[config.mk]
export PLATFORM = sky130hd
export DESIGN_NAME = inst_fetch_ctrl
export DESIGN_NICKNAME = d
export VERILOG_FILES = /design/src/rtl/inst_fetch_ctrl.sv
export SDC_FILE = /design/constraint.sdc
export NUM_CORES = 1
export LEC_CHECK = 0
export CAP_MARGIN = 20
export CORE_ASPECT_RATIO = 0.9
export CORE_UTILIZATION = 55
export CTS_BUF_LIST = sky130_fd_sc_hd__clkbuf_2
export DETAILED_ROUTE_END_ITERATION = 10
export GPL_TIMING_DRIVEN = 1
export PLACE_DENSITY = 0.84
export SYNTH_ARGS = -nofsm -noshare
export SYNTH_HDL_FRONTEND = slang
export SYNTH_SLANG_ARGS = --single-unit
export TNS_END_PERCENT = 5
[constraint.sdc]
create_clock -name clk -period 14.25 [get_ports clk]
set_clock_uncertainty 0.1 [all_clocks]
set_input_delay 2.85 -clock clk [delete_from_list [all_inputs] [get_ports clk]]
set_output_delay 2.85 -clock clk [all_outputs]
set_load 0.05 [all_outputs]
[src/rtl/inst_fetch_ctrl.sv]
// Instruction fetch controller: drives the combinational ROM, buffers returned
// words with their PCs in a small prefetch queue, and hands them to decode.
module inst_fetch_ctrl #(
    parameter int AW = 32,
    parameter int DW = 32,
    parameter int DEPTH = 2,
    parameter logic [AW-1:0] RESET_PC = '0
) (
    input  logic          clk,
    input  logic          rst,
    output logic          rom_ce,
    output logic [AW-1:0] rom_addr,
    input  logic [DW-1:0] rom_inst,
    input  logic          halt,
    input  logic          branch_flag,
    input  logic [AW-1:0] branch_target,
    output logic          inst_valid,
    input  logic          inst_ready,
    output logic [DW-1:0] inst_o,
    output logic [AW-1:0] pc_o
);

    localparam int PW = (DEPTH > 1) ? $clog2(DEPTH) : 1;
    localparam int CW = $clog2(DEPTH + 1);

    logic [AW-1:0] fetch_pc;
    logic [PW-1:0] rd_ptr;
    logic [PW-1:0] wr_ptr;
    logic [CW-1:0] count;
    logic [DW-1:0] q_inst [DEPTH];
    logic [AW-1:0] q_pc [DEPTH];

    logic pop;
    logic can_push;

    assign inst_valid = (count != '0);
    assign pop        = inst_valid && inst_ready;
    assign can_push   = (count < CW'(DEPTH)) || pop;
    assign rom_ce     = !rst && !halt && !branch_flag && can_push;
    assign rom_addr   = fetch_pc;

    // Empty queue reads as zero so stale entries never leak to decode.
    assign inst_o = inst_valid ? q_inst[rd_ptr] : '0;
    assign pc_o   = inst_valid ? q_pc[rd_ptr] : '0;

    always_ff @(posedge clk or posedge rst) begin
        if (rst) begin
            fetch_pc <= RESET_PC;
            rd_ptr   <= '0;
            wr_ptr   <= '0;
            count    <= '0;
        end else if (branch_flag) begin
            // A same-cycle pop is still a handshake; the flush drops the rest.
            fetch_pc <= {branch_target[AW-1:2], 2'b00};
            rd_ptr   <= '0;
            wr_ptr   <= '0;
            count    <= '0;
        end else begin
            if (rom_ce) begin
                wr_ptr   <= wr_ptr + PW'(1);
                fetch_pc <= fetch_pc + AW'(4);
            end
            if (pop) begin
                rd_ptr <= rd_ptr + PW'(1);
            end
            unique case ({rom_ce, pop})
                2'b10:   count <= count + CW'(1);
                2'b01:   count <= count - CW'(1);
                default: count <= count;
            endcase
        end
    end

    always_ff @(posedge clk) begin
        if (rom_ce) begin
            q_inst[wr_ptr] <= rom_inst;
            q_pc[wr_ptr]   <= fetch_pc;
        end
    end

endmodule

Yosys cells after proc, flatten, opt, wreduce, memory -nomap -nowiden
Memory sizes are Yosys's and may differ from the RTL's. Cells that the tools add are included.

Logic and storage cells: 38. Bits in registers: 36. Memories: 2. Input port bits: 69. RAM bits: 128. Output and inout port bits: 98.

Reductions and logical operators: 12. Mux-type cells: 12. Add/subtract/negate cells: 5. Equality and inequality tests: 2. Magnitude comparators: 1.

Memories: q_inst (words 2, bits a word 32, rd ports 1, clocked after memory_dff 0, wr ports 1, RTL line 30) `logic [DW-1:0] q_inst [DEPTH];`; q_pc (words 2, bits a word 32, rd ports 1, clocked after memory_dff 0, wr ports 1, RTL line 31) `logic [AW-1:0] q_pc [DEPTH];`.

Operators by type and width (number): $mux W32 (4); $add A32 B3 Y32 const B (1); $mux W1 (6); $reduce_bool A2 Y1 (3); $logic_and A1 B1 Y1 (4); $pmux W2 S2 (1); $logic_not A1 Y1 (3); $reduce_bool A3 Y1 (1); $add A1 B1 Y1 const B (2); $add A2 B1 Y2 const B (1); $eq A2 B1 Y1 const B (1); $eq A2 B2 Y1 const B (1); $lt A2 B2 Y1 const B (1); $mux W2 (1); $sub A2 B1 Y2 const B (1); $logic_or A1 B1 Y1 (1).

Longest topological paths before layout
Depth in word-level cells: 7. Gate-level depth with buffers: 6. Depth with buffers taken out: 5.

Worst setup path before layout
Ideal clock, no wire load.

Path kind: input -> register. Start: in branch_flag. End: mem q_inst[0][0], enable pin. Setup slack: 6.076 ns. Data required time: 13.591 ns. Data arrival time: 7.515 ns. Stages on the path: 3. Path buffers: 2. Library setup time: 0.559 ns. Path through: clkbuf_1 -> clkbuf_1 -> nor3_1.

Longest elaborated chain between the ends: 5.

Ends and longest elaborated chain: from (decl) (RTL line 15) `input logic branch_flag,`; $logic_not A1 Y1 (RTL line 39) `assign rom_ce = !rst && !halt && !branch_flag && can_push;`; $logic_and A1 B1 Y1 (2 in series) (RTL line 39); $mux W1 (RTL line 75) `if (rom_ce) begin`; $mux W1 (implied by the code) (RTL line 76) `q_inst[wr_ptr] <= rom_inst;`; to (decl) (RTL line 30).

Every way passes these cells.

Worst setup path after layout
Start: in inst_ready. End: out rom_ce.

Longest elaborated chain between the ends: 3.

Ends and longest elaborated chain: from (decl) (RTL line 18) `input logic inst_ready,`; $logic_and A1 B1 Y1 (RTL line 37) `assign pop = inst_valid && inst_ready;`; $logic_or A1 B1 Y1 (RTL line 38) `assign can_push = (count < CW'(DEPTH)) || pop;`; $logic_and A1 B1 Y1 (RTL line 39); to (decl) (RTL line 11) `output logic rom_ce,`.

Every way passes these cells.

==> flow_summary.ini <==
[floorplanning]
rows = 37
die-area_um2 = 12700
die_w_um = 118
initial_utilization_pct = 57.6
coreArea_um2 = 11700
io_pins = 167
die-height_um = 107

[cts]
postCtsHoldBufs = 0
cts_buffers = 17
cts_sinks = 158
post_cts_resized = 0
cts_tree = built
cts_buffer_depth = 2
clkSlewWorstSetupHoldPaths_ns = 0.19
cts-root-buf = clkbuf_2
clk_latency_ns = 0.69
htree_levels = 4
cts_setup_buffers = 0

[sta]
period_share_pct = 55.6
fin_crit_ns = 7.93
tightest_slew_ns = 1.13
setup_violations = 0
fmax_ghz = 0.126
finalHoldViolCount = 0
fin_setup_tns_ns = 0
max_slew_margin_pct = 24.5
rsz0062_at_grt = false
slew_viol_final = 0

[min_path]
hp-class = reg -> reg
min_from = rom_addr[31]$_DFFE_PP0P_
whs_path_depth = 0
min_to = q_pc[0][31]$_DFFE_PP_

[run]
maxCapViolCount = 0

[critical_path]
cp_max_fo = 7
reg2reg_to = rom_addr[28]$_DFFE_PP0P_
crit_type = in -> out
end_kind = primary output
required_ns = 11.30
arrival_ns = 4.98
worstReg2RegStart = rom_addr[14]$_DFFE_PP0P_
start_kind = input port
reg2regPathDepth = 4
reg2reg_slack_ns = 11.64

[routing]
drt_iter0_drc = 430
viasPerCell = 5.63
wirelength_um = 14500
wl_per_cell_um = 17.5
wl_met3_um = 928
met2_length_um = 7120
wl_met1_um = 6210
drtPass1Iterations = 5
post-route-drc-count = 0
antenna_left = 0
routed.top_layer = met4
route.vias.total = 4655

[synthesis]
synth_edf_count = 124
yosysWarnings = 0
syn_avg_cell_area_um2 = 13.4
synth_ff_type = edfxtp_1
synthArstFlopShare_pct = 21.5
synth_cell_types = 40
netlist_area_um2 = 6720
ys_ff_latch = 158
seq_area_frac_synth_pct = 68.1
syn_inst = 502

[place]
io_buffers = 160
place_congestion = 0.795
hpwl_um = 9410

[global_route]
overflow = 0
grt_usage_pct = 24.2
antenna_found_initial = 0
grt_pass1_wl_um = 23200
grt_pass1_vias = 4611
grt_max_degree = 64

[finish]
area_growth_pct = 29.3
final_nets = 728
final_layout_size_suffix_gt1_share_pct = 7.15
final_common_cell = clkdlybuf4s50_1
fillCellCount = 818
antennaDiodeCount = 0
layout.area.seq_um2 = 4580
final_cell_mix = clkdlybuf4s50_1, edfxtp_1, nor2_1
multi_input_area_um2 = 1990

[power_and_ir_drop]
p_per_area_nw_per_um2 = 110
p_leak_uw = 0.00288
max-vdd-ir-drop_v = 0.0000752
finalPower_uw = 952

[status]
run_status = finished clean
==> routing by layer <==
| layer | global-route usage (%) | vias up |
|---|---|---|
| li1 | - | 2194 |
| met1 | 31.0 | 2260 |
| met2 | 39.9 | 181 |
| met3 | 6.06 | 20 |
| met4 | 9.49 | 0 |
| met5 | 0 | - |
==> per-stage QoR <==
| step | hold slack, ns | util [%] | worst slack, ns | area [µm²] | instances |
|---|---|---|---|---|---|
| 2_1_floorplan | 0.419 | - | 6.08 | 6730 | 505 |
| 3_3_place_gp | 0.420 | 72.2 | 6.38 | 8430 | 794 |
| 3_5_place_dp | 0.440 | 72.2 | 6.36 | 8430 | 794 |
| 4_1_cts | 0.481 | 74.3 | 6.34 | 8670 | 826 |
| 5_1_grt | 0.499 | 74.5 | 6.22 | 8690 | 827 |
| 6_report | 0.483 | 74.5 | 6.32 | 8690 | 827 |
==> power by group <==
group	internal (µW)	total, µW	switching (µW)
Clock	96.7	247	150
Sequential	518	541	23.6
Combinational	62.8	165	102
Total	677	952	275
==> final cells by class <==
cell class	instances	area share, %
inverters	6	0.259
clock buffers	19	1.09
flip-flops and latches	158	52.7
repair buffers	167	19.1
multi-input cells	308	22.9
well taps	156	2.25
clock inverters	13	1.70
==> cell families after synthesis <==
| kind of cell | count (synthesis) | share of synthesized area (%) |
|---|---|---|
| other | 1 | 0.0558 |
| buffers and inverters | 39 | 2.72 |
| AND/OR/NAND/NOR | 176 | 13.1 |
| AO/OA/AOI/OAI | 56 | 5.40 |
| XOR/XNOR | 8 | 1.04 |
| adder cells (fa/ha/maj) | 1 | 0.186 |
| multiplexers | 63 | 9.39 |
| flip-flops | 158 | 68.1 |
==> cells in the mapped netlist, drive strengths merged (5+ instances only) <==
master	instances	area [µm²]
edfxtp	124	3720
nor2	88	338
mux2i	63	631
dfrtp	34	851
nand2	23	86.3
a31oi	20	125
clkbuf	19	71.3
or4	18	135
o31ai	16	120
buf	14	88.8
o21ai	11	55.1
nand3	10	50.1
nand4	10	92.6
inv	6	22.5
or3	5	31.3
==> sequential cells by signal, indices dropped and copies added, names as in the netlist <==
name	count
wr_ptr	1
count	2
q_inst	64
rom_addr	30
q_pc	60
rd_ptr	1
==> worst max-delay path, cell delays in order <==
cell             delay (ns)
clkdlybuf4s50_1        0.58
or2b_1                 0.28
nand2_1                0.22
nor2_1                 0.20
clkdlybuf4s50_1        0.83
==> worst max path at each step <==
| stage | startpoint | endpoint | slack [ns] | cells past startpoint |
|---|---|---|---|---|
| 6_report | inst_ready | rom_ce | 6.32 | 5 |
| 2_1_floorplan | branch_flag | q_inst[0][0]$_DFFE_PP_ | 6.08 | 3 |
| 3_5_place_dp | inst_ready | rom_ce | 6.36 | 5 |
| 3_3_place_gp | inst_ready | rom_ce | 6.38 | 5 |
| 4_1_cts | inst_ready | rom_ce | 6.34 | 5 |
| 5_1_grt | inst_ready | rom_ce | 6.22 | 5 |
Note: power is estimated with default switching activity, not from simulation.
